$ cat src/rtl/trace_monitor_if.sv
`default_nettype none
// ============================================================================
// Module      : trace_monitor_if
// Description : Retirement, breakpoint, run-control and trace readout signals
//               shared between the core side and trace_monitor.
// Revision    : 1.0 - initial release
// ============================================================================
interface trace_monitor_if #(
    parameter int DEPTH = 16,
    parameter int NBP   = 2
);
    logic                   valid;
    logic [31:0]            pc;
    logic [31:0]            instr;
    logic [32*NBP-1:0]      bp_addr;
    logic [NBP-1:0]         bp_en;
    logic                   halt_req;
    logic                   resume;
    logic                   rd_en;
    logic                   run;
    logic                   halted;
    logic [1:0]             halt_cause;
    logic [NBP-1:0]         bp_hit;
    logic [31:0]            cycle_cnt;
    logic [$clog2(DEPTH):0] trace_count;
    logic                   rd_valid;
    logic [31:0]            rd_pc;
    logic [31:0]            rd_instr;

    modport master (
        output valid, pc, instr, bp_addr, bp_en, halt_req, resume, rd_en,
        input  run, halted, halt_cause, bp_hit, cycle_cnt, trace_count,
               rd_valid, rd_pc, rd_instr
    );

    modport slave (
        input  valid, pc, instr, bp_addr, bp_en, halt_req, resume, rd_en,
        output run, halted, halt_cause, bp_hit, cycle_cnt, trace_count,
               rd_valid, rd_pc, rd_instr
    );
endinterface
`default_nettype wire

$ cat src/rtl/trace_monitor.sv
`default_nettype none
// ============================================================================
// Module      : trace_monitor
// Description : Run-control and circular retirement trace for the RISC-V core;
//               halts on breakpoint, timeout or request, then reads out.
// Revision    : 1.0 - initial release
// ============================================================================
module trace_monitor #(
    parameter int DEPTH      = 16,
    parameter int NBP        = 2,
    parameter int MAX_CYCLES = 1000
) (
    input  logic           clk,
    input  logic           rst,
    trace_monitor_if.slave bus
);
    localparam int C_PTR_W = $clog2(DEPTH);
    localparam int C_CNT_W = C_PTR_W + 1;

    localparam logic [C_CNT_W-1:0] C_DEPTH      = C_CNT_W'(DEPTH);
    localparam logic [C_CNT_W-1:0] C_CNT_ONE    = C_CNT_W'(1);
    localparam logic [C_PTR_W-1:0] C_PTR_ONE    = C_PTR_W'(1);
    localparam logic [31:0]        C_LAST_CYCLE = 32'(MAX_CYCLES - 1);
    localparam logic [31:0]        C_CYC_ONE    = 32'd1;

    localparam logic [0:0] C_ST_RUN  = 1'b0;
    localparam logic [0:0] C_ST_HALT = 1'b1;

    localparam logic [1:0] C_CAUSE_NONE    = 2'b00;
    localparam logic [1:0] C_CAUSE_BP      = 2'b01;
    localparam logic [1:0] C_CAUSE_TIMEOUT = 2'b10;
    localparam logic [1:0] C_CAUSE_MANUAL  = 2'b11;

    logic [0:0]         r_state;
    logic [0:0]         w_state_nxt;
    logic [31:0]        r_cycle_cnt;
    logic [1:0]         r_halt_cause;
    logic [NBP-1:0]     r_bp_hit;
    logic [C_PTR_W-1:0] r_wr_ptr;
    logic [C_PTR_W-1:0] r_rd_ptr;
    logic [C_CNT_W-1:0] r_trace_count;
    logic               r_rd_valid;
    logic [31:0]        r_rd_pc;
    logic [31:0]        r_rd_instr;
    logic [63:0]        r_mem [DEPTH];

    logic [NBP-1:0]     w_bp_match;
    logic               w_any_bp;
    logic               w_timeout;
    logic               w_in_run;
    logic               w_halt_evt;
    logic               w_resume;
    logic               w_pop;
    logic               w_wr;
    logic [1:0]         w_cause;
    logic [63:0]        w_rd_entry;

    for (genvar k = 0; k < NBP; k++) begin : g_bp
        assign w_bp_match[k] = bus.valid && bus.bp_en[k] &&
                               (bus.pc == bus.bp_addr[32*k +: 32]);
    end

    assign w_in_run   = (r_state == C_ST_RUN);
    assign w_any_bp   = |w_bp_match;
    assign w_timeout  = (r_cycle_cnt == C_LAST_CYCLE);
    assign w_halt_evt = w_any_bp || w_timeout || bus.halt_req;
    assign w_resume   = !w_in_run && bus.resume;
    assign w_pop      = !w_in_run && !bus.resume && bus.rd_en &&
                        (r_trace_count != '0);
    assign w_wr       = !rst && w_in_run && bus.valid;
    assign w_rd_entry = r_mem[r_rd_ptr];

    always_comb begin
        w_cause = C_CAUSE_NONE;
        if (w_any_bp)
            w_cause = C_CAUSE_BP;
        else if (w_timeout)
            w_cause = C_CAUSE_TIMEOUT;
        else if (bus.halt_req)
            w_cause = C_CAUSE_MANUAL;
    end

    always_ff @(posedge clk) begin
        if (rst)
            r_state <= C_ST_RUN;
        else
            r_state <= w_state_nxt;
    end

    always_comb begin
        w_state_nxt = r_state;
        case (r_state)
            C_ST_RUN:  if (w_halt_evt) w_state_nxt = C_ST_HALT;
            default:   if (bus.resume) w_state_nxt = C_ST_RUN;
        endcase
    end

    // Trace storage carries no reset; validity is tracked by the count alone.
    always_ff @(posedge clk) begin
        if (w_wr)
            r_mem[r_wr_ptr] <= {bus.pc, bus.instr};
    end

    always_ff @(posedge clk) begin
        if (rst) begin
            r_cycle_cnt   <= '0;
            r_halt_cause  <= C_CAUSE_NONE;
            r_bp_hit      <= '0;
            r_wr_ptr      <= '0;
            r_rd_ptr      <= '0;
            r_trace_count <= '0;
            r_rd_valid    <= 1'b0;
            r_rd_pc       <= '0;
            r_rd_instr    <= '0;
        end else if (w_resume) begin
            r_cycle_cnt   <= '0;
            r_halt_cause  <= C_CAUSE_NONE;
            r_bp_hit      <= '0;
            r_wr_ptr      <= '0;
            r_rd_ptr      <= '0;
            r_trace_count <= '0;
            r_rd_valid    <= 1'b0;
        end else if (w_in_run) begin
            r_cycle_cnt <= r_cycle_cnt + C_CYC_ONE;
            r_rd_valid  <= 1'b0;
            if (w_any_bp)
                r_bp_hit <= w_bp_match;
            if (w_halt_evt)
                r_halt_cause <= w_cause;
            if (bus.valid) begin
                r_wr_ptr <= r_wr_ptr + C_PTR_ONE;
                // A full buffer drops its oldest entry by dragging the read pointer along.
                if (r_trace_count == C_DEPTH)
                    r_rd_ptr <= r_rd_ptr + C_PTR_ONE;
                else
                    r_trace_count <= r_trace_count + C_CNT_ONE;
            end
        end else begin
            r_rd_valid <= w_pop;
            if (w_pop) begin
                r_rd_pc       <= w_rd_entry[63:32];
                r_rd_instr    <= w_rd_entry[31:0];
                r_rd_ptr      <= r_rd_ptr + C_PTR_ONE;
                r_trace_count <= r_trace_count - C_CNT_ONE;
            end
        end
    end

    assign bus.run         = w_in_run;
    assign bus.halted      = !w_in_run;
    assign bus.halt_cause  = r_halt_cause;
    assign bus.bp_hit      = r_bp_hit;
    assign bus.cycle_cnt   = r_cycle_cnt;
    assign bus.trace_count = r_trace_count;
    assign bus.rd_valid    = r_rd_valid;
    assign bus.rd_pc       = r_rd_pc;
    assign bus.rd_instr    = r_rd_instr;
endmodule
`default_nettype wire

$ cat src/flat_wrapper.sv
// flat-port wrapper written by rule: the top's interface ports become plain ports
module trace_monitor_flat 
#(
    parameter int DEPTH      = 16,
    parameter int NBP        = 2,
    parameter int MAX_CYCLES = 1000
)
  (clk, rst, bus_valid, bus_pc, bus_instr, bus_bp_addr, bus_bp_en, bus_halt_req, bus_resume, bus_rd_en, bus_run, bus_halted, bus_halt_cause, bus_bp_hit, bus_cycle_cnt, bus_trace_count, bus_rd_valid, bus_rd_pc, bus_rd_instr);
  trace_monitor_if #(.DEPTH(DEPTH), .NBP(NBP)) bus_i ();
  input  logic clk;
  input  logic rst;
  input wire logic [$bits(bus_i.valid)-1:0] bus_valid;
  input wire logic [$bits(bus_i.pc)-1:0] bus_pc;
  input wire logic [$bits(bus_i.instr)-1:0] bus_instr;
  input wire logic [$bits(bus_i.bp_addr)-1:0] bus_bp_addr;
  input wire logic [$bits(bus_i.bp_en)-1:0] bus_bp_en;
  input wire logic [$bits(bus_i.halt_req)-1:0] bus_halt_req;
  input wire logic [$bits(bus_i.resume)-1:0] bus_resume;
  input wire logic [$bits(bus_i.rd_en)-1:0] bus_rd_en;
  output wire logic [$bits(bus_i.run)-1:0] bus_run;
  output wire logic [$bits(bus_i.halted)-1:0] bus_halted;
  output wire logic [$bits(bus_i.halt_cause)-1:0] bus_halt_cause;
  output wire logic [$bits(bus_i.bp_hit)-1:0] bus_bp_hit;
  output wire logic [$bits(bus_i.cycle_cnt)-1:0] bus_cycle_cnt;
  output wire logic [$bits(bus_i.trace_count)-1:0] bus_trace_count;
  output wire logic [$bits(bus_i.rd_valid)-1:0] bus_rd_valid;
  output wire logic [$bits(bus_i.rd_pc)-1:0] bus_rd_pc;
  output wire logic [$bits(bus_i.rd_instr)-1:0] bus_rd_instr;
  assign bus_i.valid = bus_valid;
  assign bus_i.pc = bus_pc;
  assign bus_i.instr = bus_instr;
  assign bus_i.bp_addr = bus_bp_addr;
  assign bus_i.bp_en = bus_bp_en;
  assign bus_i.halt_req = bus_halt_req;
  assign bus_i.resume = bus_resume;
  assign bus_i.rd_en = bus_rd_en;
  assign bus_run = bus_i.run;
  assign bus_halted = bus_i.halted;
  assign bus_halt_cause = bus_i.halt_cause;
  assign bus_bp_hit = bus_i.bp_hit;
  assign bus_cycle_cnt = bus_i.cycle_cnt;
  assign bus_trace_count = bus_i.trace_count;
  assign bus_rd_valid = bus_i.rd_valid;
  assign bus_rd_pc = bus_i.rd_pc;
  assign bus_rd_instr = bus_i.rd_instr;
  trace_monitor #(.DEPTH(DEPTH), .NBP(NBP), .MAX_CYCLES(MAX_CYCLES)) u_core (.clk(clk), .rst(rst), .bus(bus_i));
endmodule
$ cat config.mk
export PLATFORM = sky130hd
export DESIGN_NAME = trace_monitor_flat
export DESIGN_NICKNAME = d
export VERILOG_FILES = /design/src/rtl/trace_monitor_if.sv /design/src/rtl/trace_monitor.sv /design/src/flat_wrapper.sv
export SDC_FILE = /design/constraint.sdc
export NUM_CORES = 1
export LEC_CHECK = 0
export CAP_MARGIN = 20
export CELL_PAD_IN_SITES_DETAIL_PLACEMENT = 1
export CELL_PAD_IN_SITES_GLOBAL_PLACEMENT = 2
export CORE_UTILIZATION = 50
export CTS_CLUSTER_DIAMETER = 150
export DETAILED_ROUTE_END_ITERATION = 10
export GPL_TIMING_DRIVEN = 0
export PLACE_DENSITY_LB_ADDON = 0.08
export SLEW_MARGIN = 20
export SYNTH_ARGS = -nofsm -noshare
export SYNTH_HDL_FRONTEND = slang
export SYNTH_SLANG_ARGS = --single-unit
$ cat constraint.sdc
create_clock -name clk -period 14.5 [get_ports clk]
set_clock_uncertainty 0.1 [all_clocks]
set_input_delay 2.9 -clock clk [delete_from_list [all_inputs] [get_ports clk]]
set_output_delay 2.9 -clock clk [all_outputs]
set_load 0.01 [all_outputs]
==> reports/metrics.csv, run 1 <==
stage,metric,value,unit
status,status,finished clean,
power,powerDensity,131,mW/mm^2
placed_design,placed_cell_area,0.0489,mm^2
power,ir_drop,106,uV
floorplanning,ios,244,
yosys,synthArstFlopShare,0,%
worst_setup_path,reg2reg_from,u_core.r_rd_ptr[0]$_SDFFE_PP0P_,
worst_setup_path,startpoint,bus_valid,
grt,grt_start_max_net_pins,21,
yosys,yosys.area.top_type,edfxtp_1,
floorplanning,dieWidth,296,um
yosys,yosys_warnings,0,
worst_setup_path,worst-r2r-setup-slack,10740,ps
yosys,synth.ff_latch_count,1139,
timing,fmax,171,MHz
yosys,synth_ff_type,edfxtp_1,
finish,final_cell_mix,"edfxtp_1, mux4_2, clkdlybuf4s50_1",
detailed_routing,drt_iter0_drc,2118,
detailed_routing,vias,23600,
finish,drive_gt1_share,21.2,%
floorplanning,coreArea,0.0855,mm^2
yosys,synthMuxAreaShare,13.4,%
worst_setup_path,rr_endpoint,u_core.bus.rd_instr[17]$_SDFFE_PP0P_,
clocking,cts_sinks,1139,
finish,nets,2759,
detailed_routing,ant_nets,0,
floorplanning,die-area,0.0879,mm^2
clocking,root_buffer,clkbuf_16,
worst_setup_path,worst_setup_path_end_kind,register,
yosys,ys_types,42,
finish,final_common_cell,edfxtp_1,
finish,nFillCells,7218,
yosys,synth_fa_ha_area_share,0.306,%
yosys,synth_compound_area_share,4.19,%
placed_design,io_buffers,242,
run,cap_violations,0,
placed_design,globalplace.congestion,0.778,
timing,fin_crit,5850,ps
detailed_routing,drt-total-wl,120000,um
placed_design,dp_hpwl,79800,um
timing,fin_crit_sh,40.4,%
yosys,synth_area_leaders,"edfxtp_1, mux4_2, dfxtp_1",
floorplanning,rows,107,
worst_hold_path,hold_path_class,reg -> reg,
grt,grt_pass1_wl,172000,um
clocking,cts_buffer_depth,3,
clocking,cts_buffers,117,
floorplanning,die_h,296,um
yosys,ys_seq_area_share,76.2,%
power,p_leak,0.0165,uW
floorplanning,start_util,50.7,%
worst_setup_path,cp_max_fo,9,
worst_setup_path,critPathLaunchType,input pin,
clocking,cts_hold_buf,0,
yosys,synthSimpleGateAreaFrac,2.69,%
clocking,clk_latency,680,ps
yosys,yosysTopAreaCellShare,70.9,%
yosys,synth_nets,2309,
clocking,htree_levels,3,
power,finalPower,6910,uW
detailed_routing,drt-vias-per-instance,6.11,
yosys,netlist_instances,2163,
grt,grt_overflow_total,0,
clocking,cts_setup_buffers,0,
timing,max-slew-margin-rel,22.7,%
detailed_routing,drc_errors,0,
yosys,syn_avg_cell_area,20.0,um^2
timing,rsz0062_at_grt,false,
yosys,synth_edf_count,1024,
yosys,synth_top_family_by_area,multiplexers,
timing,maxSlewViolCount,0,
timing,finalSetupTns,0,ps
grt,track_usage,27.8,%
finish,area_growth,21.6,%
timing,hold_viol_final,0,
grt,antenna_found_initial,4,
worst_setup_path,worstPathArrival,6130,ps
timing,setup-violations-final,0,
worst_setup_path,r2r_cells,8,
timing,finalHoldWorstSlack,385,ps
clocking,tritoncts,done,
worst_setup_path,required,14780,ps
placed_design,placed_cells_incl_taps,3638,
worst_setup_path,crit_type,in -> reg,
finish,stdcell_count,3863,
detailed_routing,routedWlPerCell,31.0,um
clocking,cts_resized,0,
worst_setup_path,endpoint,u_core.r_mem[2][5]$_DFFE_PP_,
yosys,synth.cell_area,0.0434,mm^2
grt,grt_pass1_vias,25200,
detailed_routing,first_pass_iters,5,
yosys,synth-xor-area-share,2.02,%
timing,worstMarginPinSlew,1160,ps
finish,final_design_area_no_fill,0.0527,mm^2
clocking,clk_pin_slew,60,ps
-- metal layers --
layer	share of wire, %	wire (um)	vias to the layer above	GRT usage [%]
li1	-	-	9815	-
met1	40	48400	12600	37.5
met2	50	59700	1016	46.2
met3	7.3	8710	184	5.05
met4	2.5	3030	4	8.47
met5	0.026	31	-	0
-- critical path, cell delays in order --
cell and delay (ps):
clkdlybuf4s50_1 520, nor2b_1 130, buf_2 320, nor2b_1 330, nand2_1 310, nor3_2 640, buf_4 320, buf_4 200
buf_4 210, buf_4 220
-- cell families after synthesis --
family	count (synthesis)
AOI/OAI and AO/OA	289
xor gates and xnor gates	100
adders and majority gates	10
buffers and inverters	129
DFF	1139
muxes	259
and+or+nand+nor	237
-- state kept, by name, summed over array words and instances, names as in the netlist --
register,cells
u_core.bus.rd_valid,1
u_core.bus.bp_hit,2
u_core.r_mem,1024
u_core.bus.halted,1
u_core.bus.halt_cause,2
u_core.bus.cycle_cnt,32
u_core.bus.rd_instr,32
u_core.bus.trace_count,5
u_core.r_wr_ptr,4
u_core.r_rd_ptr,4
u_core.bus.rd_pc,32
-- report_power, final --
part / switching (uW) / leakage [uW] / total (uW) / internal [uW]
Combinational: 182 / 0.00450 / 325 / 143
Sequential: 12.5 / 0.0101 / 3610 / 3600
Clock: 1250 / 0.00187 / 2970 / 1720
Total: 1450 / 0.0165 / 6910 / 5470
-- cell type report --
class | instances | area [um^2] | share of cell area (%)
flip-flops and latches | 1139 | 33100 | 62.7
multi-input cells | 895 | 9910 | 18.8
repair buffers | 331 | 3980 | 7.56
clock buffers | 165 | 3300 | 6.26
well taps | 1144 | 1430 | 2.72
clock inverters | 56 | 507 | 0.961
plain buffers | 119 | 485 | 0.921
inverters | 10 | 37.5 | 0.0712
diodes | 4 | 10.0 | 0.0190
-- through the flow --
stage               util [%]  setup slack (ps)
floorplan                  -              5940
global placement        55.2              -435
detailed placement      57.2              7970
CTS                     61.6              8690
global route            61.6              8510
finish                  61.6              8650
-- synth_stat cells, types with 2 or more instances --
cell / count
a21o_1: 3
a21oi_1: 143
a22oi_1: 128
a31oi_1: 2
and2_1: 3
and3_1: 3
and3b_1: 2
and4_1: 3
buf_1: 19
buf_2: 31
clkbuf_1: 69
dfxtp_1: 115
edfxtp_1: 1024
ha_1: 9
inv_1: 10
mux2i_1: 3
mux4_2: 256
nand2_1: 17
nand2b_1: 3
nand3_1: 17
nand4_1: 19
nor2_1: 121
nor2b_1: 7
nor3_1: 6
nor4_1: 20
o21ai_0: 3
o31ai_1: 6
or3_1: 4
or4_1: 6
xnor2_1: 49
xor2_1: 51
-- how the worst min path moves through the flow --
stage / start / to / slack (ps) / cells past startpoint
floorplan: u_core.bus.bp_hit[0]$_SDFFE_PP0P_ / u_core.bus.bp_hit[0]$_SDFFE_PP0P_ / 390 / 2
global placement: u_core.bus.bp_hit[1]$_SDFFE_PP0P_ / u_core.bus.bp_hit[1]$_SDFFE_PP0P_ / 370 / 2
detailed placement: u_core.bus.rd_instr[23]$_SDFFE_PP0P_ / u_core.bus.rd_instr[23]$_SDFFE_PP0P_ / 380 / 2
CTS: u_core.bus.bp_hit[1]$_SDFFE_PP0P_ / u_core.bus.bp_hit[1]$_SDFFE_PP0P_ / 390 / 2
global route: u_core.bus.bp_hit[1]$_SDFFE_PP0P_ / u_core.bus.bp_hit[1]$_SDFFE_PP0P_ / 390 / 2
finish: u_core.bus.rd_instr[23]$_SDFFE_PP0P_ / u_core.bus.rd_instr[23]$_SDFFE_PP0P_ / 390 / 2
Power figures use the tool's default switching activity.
==> run 2: changes to the inputs <==
Settings changed: CORE_UTILIZATION 50 to 46.
Clock period 14.5 ns to 5.9 ns, I/O delays scaled along.
==> run 2 against run 1 <==
Die area rose by 8.6%; total power rose by 140%; non-clock buffer count fell by 15; global-route usage fell by 3.0 points; setup slack got worse by 6900 ps; critical path type unchanged.
==> reports/metrics.csv, run 2 (synthesis results as in run 1) <==
stage,metric,value,unit
timing,setup-violations-final,0,
placed_design,post-place-ws,1140,ps
detailed_routing,drc_errors,0,
power,powerDensity,318,mW/mm^2
finish,area_growth,21.8,%
detailed_routing,routedWlPerCell,29.4,um
finish,utilization,56.6,%
detailed_routing,ant_nets,0,
power,p_leak,0.0164,uW
placed_design,dp_hpwl,77800,um
grt,track_usage,24.8,%
timing,worstMarginPinSlew,1200,ps
finish,drive_gt1_share,20.4,%
floorplanning,dieWidth,309,um
grt,grt_overflow_total,0,
worst_setup_path,crit_chain,clkdlybuf4s50_1 > xor2_1 > nor4_1 > nand4_1 > or3_1 > and3b_1,
clocking,cts_buffers,115,
timing,max-slew-margin-rel,19.7,%
clocking,htree_levels,3,
worst_setup_path,worstPathArrival,4600,ps
detailed_routing,drt-vias-per-instance,5.83,
clocking,cts_setup_buffers,0,
worst_setup_path,worst-r2r-setup-slack,2130,ps
finish,largest_register,u_core.r_mem,
timing,rsz0062_at_grt,false,
worst_setup_path,crit_type,in -> reg,
floorplanning,rows,112,
worst_setup_path,slowest_stage,clkdlybuf4s50_1,
floorplanning,coreArea,0.0933,mm^2
finish,num_antenna_cells,0,
clocking,cts_resized,0,
floorplanning,start_util,46.5,%
worst_setup_path,cp_max_fo,18,
detailed_routing,drt_iter0_drc,2246,
worst_setup_path,crit_buf_inv,1,
placed_design,globalplace.congestion,0.760,
power,ir_drop,299,uV
finish,final_design_area_no_fill,0.0528,mm^2
timing,fin_crit_sh,70.0,%
timing,setup_ws,1770,ps
timing,fmax,242,MHz
floorplanning,die_h,309,um
grt,grt_pass1_wl,168000,um
finish,final_common_cell,edfxtp_1,
grt,antenna_found_initial,2,
run,cap_violations,0,
worst_hold_path,hold_path_class,reg -> reg,
clocking,clk_latency,700,ps
worst_setup_path,required,6370,ps
grt,grt_start_max_net_pins,20,
power,finalPower,16800,uW
worst_setup_path,cp_top_family,simple AND/OR/NAND/NOR gates,
clocking,cts_hold_buf,0,
placed_design,placed_cell_area,0.0491,mm^2
clocking,tritoncts,done,
clocking,cts_sinks,1139,
worst_setup_path,worst_setup_path_end_kind,register,
timing,fin_crit,4130,ps
worst_setup_path,slowest_delay,1210,ps
floorplanning,ios,244,
finish,final_cell_mix,"edfxtp_1, mux4_2, clkdlybuf4s50_1",
worst_setup_path,critPathLaunchType,input pin,
finish,largest_reg_flops,1024,
detailed_routing,vias,23000,
placed_design,io_buffers,242,
detailed_routing,first_pass_iters,5,
grt,grt_pass1_vias,24300,
timing,maxSlewViolCount,0,
status,status,finished clean,
clocking,cts_buffer_depth,3,
finish,nets,2742,
clocking,clk_pin_slew,60,ps
timing,finalHoldWorstSlack,382,ps
floorplanning,die-area,0.0955,mm^2
clocking,root_buffer,clkbuf_16,
timing,hold_viol_final,0,
detailed_routing,drt-total-wl,116000,um
==> run 2: cell types whose count changed in the layout (fill, tap and decap cells not counted), moves of 4 or more <==
cell	delta
clkinv_1	+5
buf_12	+5
buf_8	+18
nor3_2	-4
nor3_4	+4
clkinv_2	-5
buf_4	-35
clkbuf_8	-5
diode_2	-4
==> run 2: final timing paths <==
kind	to	start	depth (start not counted)
min reg2reg	u_core.bus.bp_hit[1]$_SDFFE_PP0P_	u_core.bus.bp_hit[1]$_SDFFE_PP0P_	2
max reg2reg	u_core.bus.rd_pc[30]$_SDFFE_PP0P_	u_core.r_rd_ptr[0]$_SDFFE_PP0P_	8
max	u_core.bus.halt_cause[1]$_SDFFE_PP0P_	bus_pc[3]	6
min	u_core.bus.bp_hit[1]$_SDFFE_PP0P_	u_core.bus.bp_hit[1]$_SDFFE_PP0P_	2
==> run 2: through the flow <==
| step | std cells | setup TNS [ps] |
|---|---|---|
| after detailed placement | 3733 | 0 |
| after CTS | 3950 | 0 |
| final | 3950 | 0 |
| after floorplan | 2163 | 0 |
| after global placement | 3659 | -3310300 |
| after global routing | 3950 | 0 |
==> run 2: area by class of cell <==
class / count / area, um^2
tap: 1254 / 1570
timing repair buffer: 316 / 4030
sequential: 1139 / 33100
inverter: 10 / 37.5
clock buffer: 162 / 3220
buffer: 119 / 487
multi-input combinational: 895 / 9940
fill: 8212 / 40500
clock inverter: 55 / 477
==> run 2: worst min-delay path, cell delays in order, from the launching register on <==
cell	delay, ps
dfxtp_1	310
o31ai_1	60
a21oi_1	60
==> run 2: routing by layer <==
| layer | part of all wire [%] | global-route usage [%] | up-vias |
|---|---|---|---|
| li1 | - | - | 9791 |
| met1 | 42 | 34.0 | 12400 |
| met2 | 50 | 41.7 | 747 |
| met3 | 5.9 | 3.91 | 145 |
| met4 | 1.9 | 5.96 | 2 |
| met5 | 0.012 | 0 | - |
==> run 2: report_power, final <==
part	internal (uW)	total, uW	switching, uW
logic	356	800	444
registers	8850	8870	28.9
clock network	4100	7120	3020
